**src/rtl/rv32i_pkg.sv**
```systemverilog
// rv32i_pkg: opcodes, ALU op codes, FSM states and select encodings shared by the RV32I control path
package rv32i_pkg;
  typedef enum logic [3:0] {
    ALU_ADD  = 4'b0000,
    ALU_SUB  = 4'b0001,
    ALU_AND  = 4'b0010,
    ALU_OR   = 4'b0011,
    ALU_XOR  = 4'b0100,
    ALU_SLL  = 4'b0101,
    ALU_SRL  = 4'b0110,
    ALU_SRA  = 4'b0111,
    ALU_LTU  = 4'b1000,
    ALU_LT   = 4'b1001,
    ALU_GEU  = 4'b1010,
    ALU_GE   = 4'b1011,
    ALU_JALR = 4'b1100
  } alu_op_e;
  typedef enum logic [2:0] {S_IDLE, S_FETCH, S_DECODE, S_EXEC, S_MEM, S_WB, S_TRAP} state_e;
  localparam logic [6:0] OPC_LUI    = 7'b0110111;
  localparam logic [6:0] OPC_AUIPC  = 7'b0010111;
  localparam logic [6:0] OPC_JAL    = 7'b1101111;
  localparam logic [6:0] OPC_JALR   = 7'b1100111;
  localparam logic [6:0] OPC_BRANCH = 7'b1100011;
  localparam logic [6:0] OPC_LOAD   = 7'b0000011;
  localparam logic [6:0] OPC_STORE  = 7'b0100011;
  localparam logic [6:0] OPC_OPIMM  = 7'b0010011;
  localparam logic [6:0] OPC_OP     = 7'b0110011;
  localparam logic [6:0] OPC_FENCE  = 7'b0001111;
  localparam logic [1:0] SRC_A_RS1  = 2'b00;
  localparam logic [1:0] SRC_A_PC   = 2'b01;
  localparam logic [1:0] SRC_A_ZERO = 2'b10;
  localparam logic [2:0] IMM_I = 3'b000;
  localparam logic [2:0] IMM_S = 3'b001;
  localparam logic [2:0] IMM_B = 3'b010;
  localparam logic [2:0] IMM_U = 3'b011;
  localparam logic [2:0] IMM_J = 3'b100;
  localparam logic [1:0] PC_PLUS4 = 2'b00;
  localparam logic [1:0] PC_BR    = 2'b01;
  localparam logic [1:0] PC_ALU   = 2'b10;
  localparam logic [1:0] WB_ALU = 2'b00;
  localparam logic [1:0] WB_MEM = 2'b01;
  localparam logic [1:0] WB_PC4 = 2'b10;
  function automatic logic [3:0] arith_op(input logic [2:0] f3, input logic alt);
    case (f3)
      3'b000:  arith_op = alt ? ALU_SUB : ALU_ADD;
      3'b001:  arith_op = ALU_SLL;
      3'b010:  arith_op = ALU_LT;
      3'b011:  arith_op = ALU_LTU;
      3'b100:  arith_op = ALU_XOR;
      3'b101:  arith_op = alt ? ALU_SRA : ALU_SRL;
      3'b110:  arith_op = ALU_OR;
      default: arith_op = ALU_AND;
    endcase
  endfunction
endpackage

```
**src/rtl/rv32i_alu_dec.sv**
```systemverilog
// rv32i_alu_dec: opcode/funct3/funct7 to ALU op code, flagging any encoding the core does not implement
module rv32i_alu_dec
  import rv32i_pkg::*;
(
  input  logic [6:0] opcode,
  input  logic [2:0] funct3,
  input  logic [6:0] funct7,
  output logic [3:0] alu_ctrl,
  output logic       bad
);
  logic f7_zero, f7_alt;
  assign f7_zero = funct7 == 7'b0000000;
  assign f7_alt  = funct7 == 7'b0100000;
  always_comb begin
    alu_ctrl = ALU_ADD;
    bad = 1'b0;
    case (opcode)
      OPC_OP: begin
        alu_ctrl = arith_op(funct3, funct7[5]);
        bad = !(f7_zero || (f7_alt && (funct3 == 3'b000 || funct3 == 3'b101)));
      end
      OPC_OPIMM: begin
        // only the shift-right immediate borrows bit 30 as an opcode modifier
        alu_ctrl = arith_op(funct3, funct3 == 3'b101 && funct7[5]);
        bad = (funct3 == 3'b001 && !f7_zero) || (funct3 == 3'b101 && !f7_zero && !f7_alt);
      end
      OPC_LOAD:  bad = funct3 == 3'b011 || funct3[2:1] == 2'b11;
      OPC_STORE: bad = funct3 >= 3'b011;
      OPC_JALR: begin
        alu_ctrl = ALU_JALR;
        bad = funct3 != 3'b000;
      end
      OPC_BRANCH: begin
        alu_ctrl = funct3 == 3'b100 ? ALU_LT : funct3 == 3'b101 ? ALU_GE :
                   funct3 == 3'b110 ? ALU_LTU : funct3 == 3'b111 ? ALU_GEU : ALU_SUB;
        bad = funct3[2:1] == 2'b01;
      end
      OPC_LUI, OPC_AUIPC, OPC_JAL, OPC_FENCE: bad = 1'b0;
      default: bad = 1'b1;
    endcase
  end
endmodule

```
**src/rtl/rv32i_mc_ctrl.sv**
```systemverilog
// rv32i_mc_ctrl: multi-cycle RV32I control FSM sharing one memory port; define CTRL_INSTRET_EN for the retired-instruction counter
module rv32i_mc_ctrl
  import rv32i_pkg::*;
#(
  parameter logic [1:0] RESET_PC_SEL = 2'b00
) (
  input  logic        clk,
  input  logic        rst_n,
  input  logic [31:0] instr,
  input  logic        alu_zero,
  input  logic        mem_ready,
  output logic [3:0]  alu_ctrl,
  output logic [1:0]  alu_src_a,
  output logic        alu_src_b,
  output logic [2:0]  imm_sel,
  output logic [1:0]  pc_sel,
  output logic        pc_we,
  output logic        ir_we,
  output logic        mem_req,
  output logic        mem_we,
  output logic        mem_addr_sel,
  output logic        rf_we,
  output logic [1:0]  wb_sel,
  output logic        illegal,
  output logic [31:0] instret
);
  state_e state, next;
  logic [6:0] opcode;
  logic [2:0] funct3;
  logic [4:0] rd;
  logic [3:0] dec_alu;
  logic       dec_bad, dec_src_b, taken;
  logic [1:0] dec_src_a;
  logic [2:0] dec_imm;
  logic [9:0] dec_ops;
  logic       is_load, is_store, is_branch, is_fence, is_jal, is_jalr;
  logic       unused_regs;
  assign opcode      = instr[6:0];
  assign rd          = instr[11:7];
  assign funct3      = instr[14:12];
  assign unused_regs = ^instr[24:15];
  assign is_load   = opcode == OPC_LOAD;
  assign is_store  = opcode == OPC_STORE;
  assign is_branch = opcode == OPC_BRANCH;
  assign is_fence  = opcode == OPC_FENCE;
  assign is_jal    = opcode == OPC_JAL;
  assign is_jalr   = opcode == OPC_JALR;
  assign taken     = funct3 == 3'b000 ? alu_zero : !alu_zero;
  rv32i_alu_dec u_alu_dec (
    .opcode   (opcode),
    .funct3   (funct3),
    .funct7   (instr[31:25]),
    .alu_ctrl (dec_alu),
    .bad      (dec_bad)
  );
  always_comb begin
    dec_src_a = SRC_A_RS1;
    dec_src_b = 1'b1;
    dec_imm   = IMM_I;
    case (opcode)
      OPC_OP:     dec_src_b = 1'b0;
      OPC_BRANCH: {dec_src_b, dec_imm} = {1'b0, IMM_B};
      OPC_STORE:  dec_imm = IMM_S;
      OPC_LUI:    {dec_src_a, dec_imm} = {SRC_A_ZERO, IMM_U};
      OPC_AUIPC:  {dec_src_a, dec_imm} = {SRC_A_PC, IMM_U};
      OPC_JAL:    {dec_src_a, dec_imm} = {SRC_A_PC, IMM_J};
      OPC_FENCE:  dec_src_b = 1'b0;
      default:    dec_imm = IMM_I;
    endcase
  end
  // IR is stable from EXEC to WB, so the decoded ALU controls stay constant across those states
  assign dec_ops = {dec_alu, dec_src_a, dec_src_b, dec_imm};
  always_ff @(posedge clk or negedge rst_n)
    if (!rst_n) state <= S_IDLE;
    else state <= next;
  always_comb begin
    next = state;
    case (state)
      S_IDLE:   next = S_FETCH;
      S_FETCH:  next = mem_ready ? S_DECODE : S_FETCH;
      S_DECODE: next = dec_bad ? S_TRAP : S_EXEC;
      S_EXEC:   next = (is_load | is_store) ? S_MEM : (is_branch | is_fence) ? S_FETCH : S_WB;
      S_MEM:    next = !mem_ready ? S_MEM : is_store ? S_FETCH : S_WB;
      S_WB:     next = S_FETCH;
      default:  next = state;
    endcase
  end
  always_comb begin
    {alu_ctrl, alu_src_a, alu_src_b, imm_sel} = '0;
    pc_sel       = PC_PLUS4;
    pc_we        = 1'b0;
    ir_we        = 1'b0;
    mem_req      = 1'b0;
    mem_we       = 1'b0;
    mem_addr_sel = 1'b0;
    rf_we        = 1'b0;
    wb_sel       = WB_ALU;
    illegal      = 1'b0;
    case (state)
      S_IDLE: pc_sel = RESET_PC_SEL;
      S_FETCH: begin
        mem_req = 1'b1;
        ir_we   = mem_ready;
      end
      S_DECODE: imm_sel = dec_imm;
      S_EXEC: begin
        {alu_ctrl, alu_src_a, alu_src_b, imm_sel} = dec_ops;
        pc_we  = is_branch | is_fence;
        pc_sel = (is_branch & taken) ? PC_BR : PC_PLUS4;
      end
      S_MEM: begin
        {alu_ctrl, alu_src_a, alu_src_b, imm_sel} = dec_ops;
        mem_req      = 1'b1;
        mem_addr_sel = 1'b1;
        mem_we       = is_store;
        pc_we        = is_store & mem_ready;
      end
      S_WB: begin
        {alu_ctrl, alu_src_a, alu_src_b, imm_sel} = dec_ops;
        rf_we  = |rd;
        pc_we  = 1'b1;
        wb_sel = is_load ? WB_MEM : (is_jal | is_jalr) ? WB_PC4 : WB_ALU;
        pc_sel = is_jal ? PC_BR : is_jalr ? PC_ALU : PC_PLUS4;
      end
      S_TRAP: illegal = 1'b1;
      default: illegal = 1'b0;
    endcase
  end
`ifdef CTRL_INSTRET_EN
  logic [31:0] cnt;
  always_ff @(posedge clk or negedge rst_n)
    if (!rst_n) cnt <= '0;
    else if (pc_we) cnt <= cnt + 32'd1;
  assign instret = cnt;
`else
  assign instret = '0;
`endif
endmodule

```
**config.mk**
```make
export PLATFORM = sky130hd
export DESIGN_NAME = rv32i_mc_ctrl
export DESIGN_NICKNAME = d
export VERILOG_FILES = /design/src/rtl/rv32i_pkg.sv /design/src/rtl/rv32i_alu_dec.sv /design/src/rtl/rv32i_mc_ctrl.sv
export SDC_FILE = /design/constraint.sdc
export NUM_CORES = 1
export LEC_CHECK = 0
export ABC_AREA = 1
export CAP_MARGIN = 10
export CORE_MARGIN = 2
export CORE_UTILIZATION = 36
export CTS_BUF_LIST = sky130_fd_sc_hd__clkbuf_8 sky130_fd_sc_hd__clkbuf_16
export DETAILED_ROUTE_END_ITERATION = 8
export HOLD_SLACK_MARGIN = 0.15
export PLACE_DENSITY = 0.86
export SLEW_MARGIN = 20
export SYNTH_ARGS = -nofsm -noshare
export SYNTH_HDL_FRONTEND = slang
export SYNTH_HIERARCHICAL = 1
export SYNTH_SLANG_ARGS = --single-unit
```
**constraint.sdc**
```tcl
create_clock -name clk -period 2.36 [get_ports clk]
set_clock_uncertainty 0.2 [all_clocks]
set_input_delay 0.354 -clock clk [delete_from_list [all_inputs] [get_ports clk]]
set_output_delay 0.354 -clock clk [all_outputs]
set_load 0.005 [all_outputs]
```
# Word level (Yosys, flattened, before mapping)

Index checks and enable logic that the tools add are counted.
Widths: inputs -> output; s select.

Order comparisons: 1
Equality and inequality tests: 26
Mux-type cells: 41
Bitwise gates (word level): 5
Reduce and logical (&&, ||, !) cells: 27

Operators with widths:

| cell               | count |
|---|---|
| $pmux 4 s7         | 2 |
| $eq 7x6->1 const B | 4 |
| $eq 3x3->1 const B | 7 |
| $eq 7x7->1 const B | 3 |
| $mux 4             | 5 |
| $mux 3             | 6 |
| $pmux 4 s4         | 1 |
| $pmux 3 s5         | 1 |
| $eq 7x5->1 const B | 2 |
| $mux 1             | 14 |
| $mux 2             | 7 |
| $eq 3x2->1 const B | 4 |
| $pmux 3 s4         | 1 |
| $pmux 2 s2         | 2 |
| $reduce_or 2->1    | 4 |
| $reduce_or 4->1    | 2 |
| $eq 7x2->1 const B | 1 |
| $eq 7x4->1 const B | 1 |
| $logic_not 7->1    | 1 |
| $pmux 1 s7         | 1 |
| $eq 3x1->1 const B | 2 |
| $logic_not 3->1    | 2 |
| $reduce_or 3->1    | 2 |
| $logic_and 1x1->1  | 5 |
| 11 further kinds   | 20 |

Register bits after elaboration: 3
Input port bits: 36
Output and inout bits: 53

# Depth between registers and ports, before layout

Gate-level depths: netlist (run 1).

Word-level depth: 8
Gate-level depth with buffers: 14
Mapped depth without buffers: 14

# Modules after synthesis

The synthesis (run 1) kept the hierarchy.

By module, submodules not included:

| module        | instances | cells each | area an instance (um2) | seq. area each (um2) |
|---|---|---|---|---|
| rv32i_mc_ctrl | 1         | 136        | 760.7                  | 75.1 |
| rv32i_alu_dec | 1         | 80         | 377.9                  | 0.0 |

# Worst setup path after synthesis (run 1)

No wires, ideal clock.

Path type: in2out
Start: input port instr[3]
End: output port alu_ctrl[1]
Data arrival time: 1.004 ns
Required time: 1.806 ns
Setup slack: 0.802 ns
Stages: 7
Path buffers: 0
Path through: nor2_2 -> nand2_2 -> inv_2 -> nand3_1 -> o32ai_1 -> inv_1 -> nor2_1

Cells in the longest elaborated chain, start to end: 3
Elaborated cells between the ends (all ways): 6
Classes of those cells: 4 x eq/ne; 2 x mux

RTL lines:

| element                                  | RTL line            | source |
|---|---|---|
| start: declaration                       | rv32i_mc_ctrl.sv:9  | `input logic [31:0] instr,` |
| $eq 7x7->1, or another cell as far along | rv32i_alu_dec.sv:17 | `case (opcode)` |
| $pmux 4 s4 (*)                           | rv32i_alu_dec.sv:17 |  |
| via dec_alu[1]                           | rv32i_mc_ctrl.sv:31 | `logic [3:0] dec_alu;` |
| $mux 4 (*)                               | rv32i_mc_ctrl.sv:99 | `case (state)` |
| end: declaration                         | rv32i_mc_ctrl.sv:12 | `output logic [3:0] alu_ctrl,` |

Mark *: on every way through the listed nets, which the timed path passes. The rest lies on a longest branch.

# Final worst setup path (run 1)

Start: input port instr[4]
End: output port alu_src_a[0]

Cells in the longest elaborated chain, start to end: 4
Elaborated cells between the ends (all ways): 6
Classes of those cells: 3 x eq/ne; 2 x mux; 1 x reduce/logical

RTL lines:

| element                                         | RTL line            | source |
|---|---|---|
| $eq 7x7->1 / $eq 7x5->1 (equally long branches) | rv32i_mc_ctrl.sv:60 | `case (opcode)` |
| $reduce_or 2->1 (no line)                       | n/a                 |  |
| $pmux 2 s2 (*)                                  | rv32i_mc_ctrl.sv:60 |  |
| $mux 2 (*)                                      | rv32i_mc_ctrl.sv:99 |  |
| end: declaration                                | rv32i_mc_ctrl.sv:13 | `output logic [1:0] alu_src_a,` |

Mark *: on every way between the ends. The rest lies on a longest branch, timed or not.

==> results.yml, run 1 <==
synthesis:
  ys_seq_elements: 3
  syn-instance-count: 216
  yosysSeqAreaShare_pct: 6.59
  synthFlopType: "dfrtp_1"
  synthDistinctLibCells: 25
  ys.warnings.count: 6
  synth_edf_count: 0
  netlist_area_sq_um: 1140
  synth-async-reset-ratio_pct: 100
  syn_area_per_cell_sq_um: 5.27
floorplanning:
  die_x_um: 60.2
  die_h_um: 60.2
  core_sq_um: 3030
  die_area_sq_um: 3630
  boundaryPins: 89
  start_util_pct: 37.6
  row_count: 20
grt:
  grt_antenna_before_repair: 0
  grt_max_degree: 9
  grt_pass1_wl_um: 5030
  track_usage_pct: 17.7
  overflow: 0
  first_global_vias: 1278
critical_path:
  crit_fanout: 4
  startpoint: "instr[4]"
  reg2reg_from: "state[2]$_DFFE_PN0P_"
  path_cells: "clkdlybuf4s15_2 -> inv_2 -> nand2_2 -> nor2_4 -> buf_4 -> nand2_1 -> a21oi_2 -> clkdlybuf4s50_1"
  worstSetupPathType: "in2out"
  arrival_ns: 1.77
  cp_slowest_cell: "clkdlybuf4s50_1"
  crit_path_start_kind: "input port"
  cpPeakStageDelay_ns: 0.51
  required_ns: 1.81
  cp-end-kind: "output port"
cells_and_area:
  multi_input_area_sq_um: 897
  max_flop_register: "state"
  final_cell_mix: "50 x nand2_1, 32 x conb_1, 28 x nor2_1, 28 x buf_4, 27 x clkdlybuf4s50_1"
  nets: 331
  syn_to_final_growth_pct: 64.1
  reg_top3: "state x3"
  diodes: 0
  nFillCells: 296
  design_area_sq_um: 1870
  drive_above_1_share_pct: 26.5
  seqCellArea_sq_um: 77.6
  final_common_cell: "nand2_1"
  largest_reg_flops: 3
pwr:
  peakVddDrop_mv: 0.290
  powerDensity_nw_per_um2: 183
  p_leak_nw: 1.02
sta:
  setup_viol: 0
  fin_crit_sh_pct: 98.3
  finalCriticalPeriod_ns: 2.32
  hold_violations: 0
  max_freq_mhz: 431
  fin_ws_ns: 0.0393
  slew_violations: 0
  rsz0062_at_grt: "yes"
detailed_routing:
  ant_nets: 0
  drc: 0
  wl_per_cell_um: 9.56
  vias_per_cell: 4.36
  dr.pass1.iters: 4
  drt_iter0_markers: 48
  wl_um: 3230
  vias: 1473
job:
  cap_violations: 0
cts:
  htree_num_levels: 1
  clkLatencyLatePin_ns: 0.21
  clk_pin_slew_ns: 0.03
  ctsRootBufferMaster: "clkbuf_8"
  cts_sinks: 3
  cts_tree: "done"
  tritoncts.num_buffers: 3
  cts_max_path_buffers: 2
placement:
  gp_congestion: 0.894
  place_hpwl_um: 2570
  dp_worst_setup_slack_ns: -0.412
  place_area_sq_um: 1710
  io_buffers: 46
status:
  status: "completed"
worst_hold_path:
  hp-start: "state[0]$_DFFE_PN0P_"
  hp-class: "reg2reg"
## power by group
part | leakage (nW) | internal [mW] | switching [mW]
sequential | 0.0256 | 0.0518 | 0
combinational | 0.968 | 0.0691 | 0.0779
clock | 0.0269 | 0.111 | 0.0332
## area by class of cell
cell class	count	area share, %
clock buffer	3	2.21
multi-input combinational	180	48.0
clock inverter	1	0.201
sequential	3	4.15
inverter	32	6.56
timing repair buffer	75	35.9
tap	44	2.95
## path summary, 6_finish.rpt
kind / depth (start not counted) / endpoint / slack, ns
max reg2reg: 7 / state[0]$_DFFE_PN0P_ / 0.95
min reg2reg: 2 / state[0]$_DFFE_PN0P_ / 0.46
min in group asynchronous: 2 / state[1]$_DFFE_PN0P_ / 0.66
max in group asynchronous: 2 / state[2]$_DFFE_PN0P_ / 1.15
max: 8 / alu_src_a[0] / 0.04
min: 2 / state[0]$_DFFE_PN0P_ / 0.46
## metal layers
metal	GRT usage (%)	wire, um	vias up
met5	0	0	-
met4	5.08	30	0
met3	2.38	251	4
met2	30.9	1540	58
met1	22.5	1410	634
li1	-	-	777
## cells by family (layout without fill, tap and decap cells)
group / count (synthesis) / after routing / share of synthesized area (%)
AOI/OAI and AO/OA: 13 / 13 / 7.47
xor gates and xnor gates: 1 / 1 / 0.769
buffers and inverters: 64 / 111 / 31.6
DFF: 3 / 3 / 6.59
other: 1 / 32 / 0.329
and+or+nand+nor: 134 / 134 / 53.2
## critical path: cells and delay by family
kind	cells	cell delay (ns)
and+or+nand+nor	3	0.29
AOI/OAI and AO/OA	1	0.16
buffers and inverters	4	0.97
## stage by stage
stage,utilization (%),hold slack (ns),total power [mW],cells,setup TNS (ns)
2_1_floorplan,-,-0.142,0.144,247,0
3_3_place_gp,56.5,0.343,0.189,329,-4.50
3_5_place_dp,56.5,0.345,0.191,329,-4.62
4_1_cts,59.5,0.422,0.340,334,0
5_1_grt,61.7,0.498,0.373,338,-0.0369
6_report,61.7,0.457,0.343,338,0
## repair_timing
item | 4_1_cts | 5_1_grt
buffers inserted | 0 | 4
endpoints found under the hold margin | 3 | 0
pin swaps | 2 | 3
hold buffers | 1 | 0
resized for setup | 39 | 23
setup endpoints to repair | 16 | 12
## synth_stat cells, types with 2 or more instances
| library cell | instances | area share, % |
|---|---|---|
| nor2_1 | 31 | 10 |
| nor2_2 | 4 | 2.2 |
| buf_4 | 32 | 21 |
| inv_2 | 7 | 2.3 |
| o21ai_0 | 5 | 2.2 |
| nor3_1 | 10 | 4.4 |
| nand3_2 | 3 | 2.6 |
| a21oi_1 | 2 | 0.88 |
| nand2_2 | 4 | 2.2 |
| dfrtp_1 | 3 | 6.6 |
| nand3_1 | 22 | 9.7 |
| inv_1 | 25 | 8.2 |
| nand4_1 | 3 | 1.6 |
| nand2_1 | 54 | 18 |
(Power assumes the default switching activity.)
==> run 2, diff against run 1 <==
- CAP_MARGIN: 10 -> 20
==> results of run 2 <==
No change in the layout: final DEF, timing and power equal those of run 1.
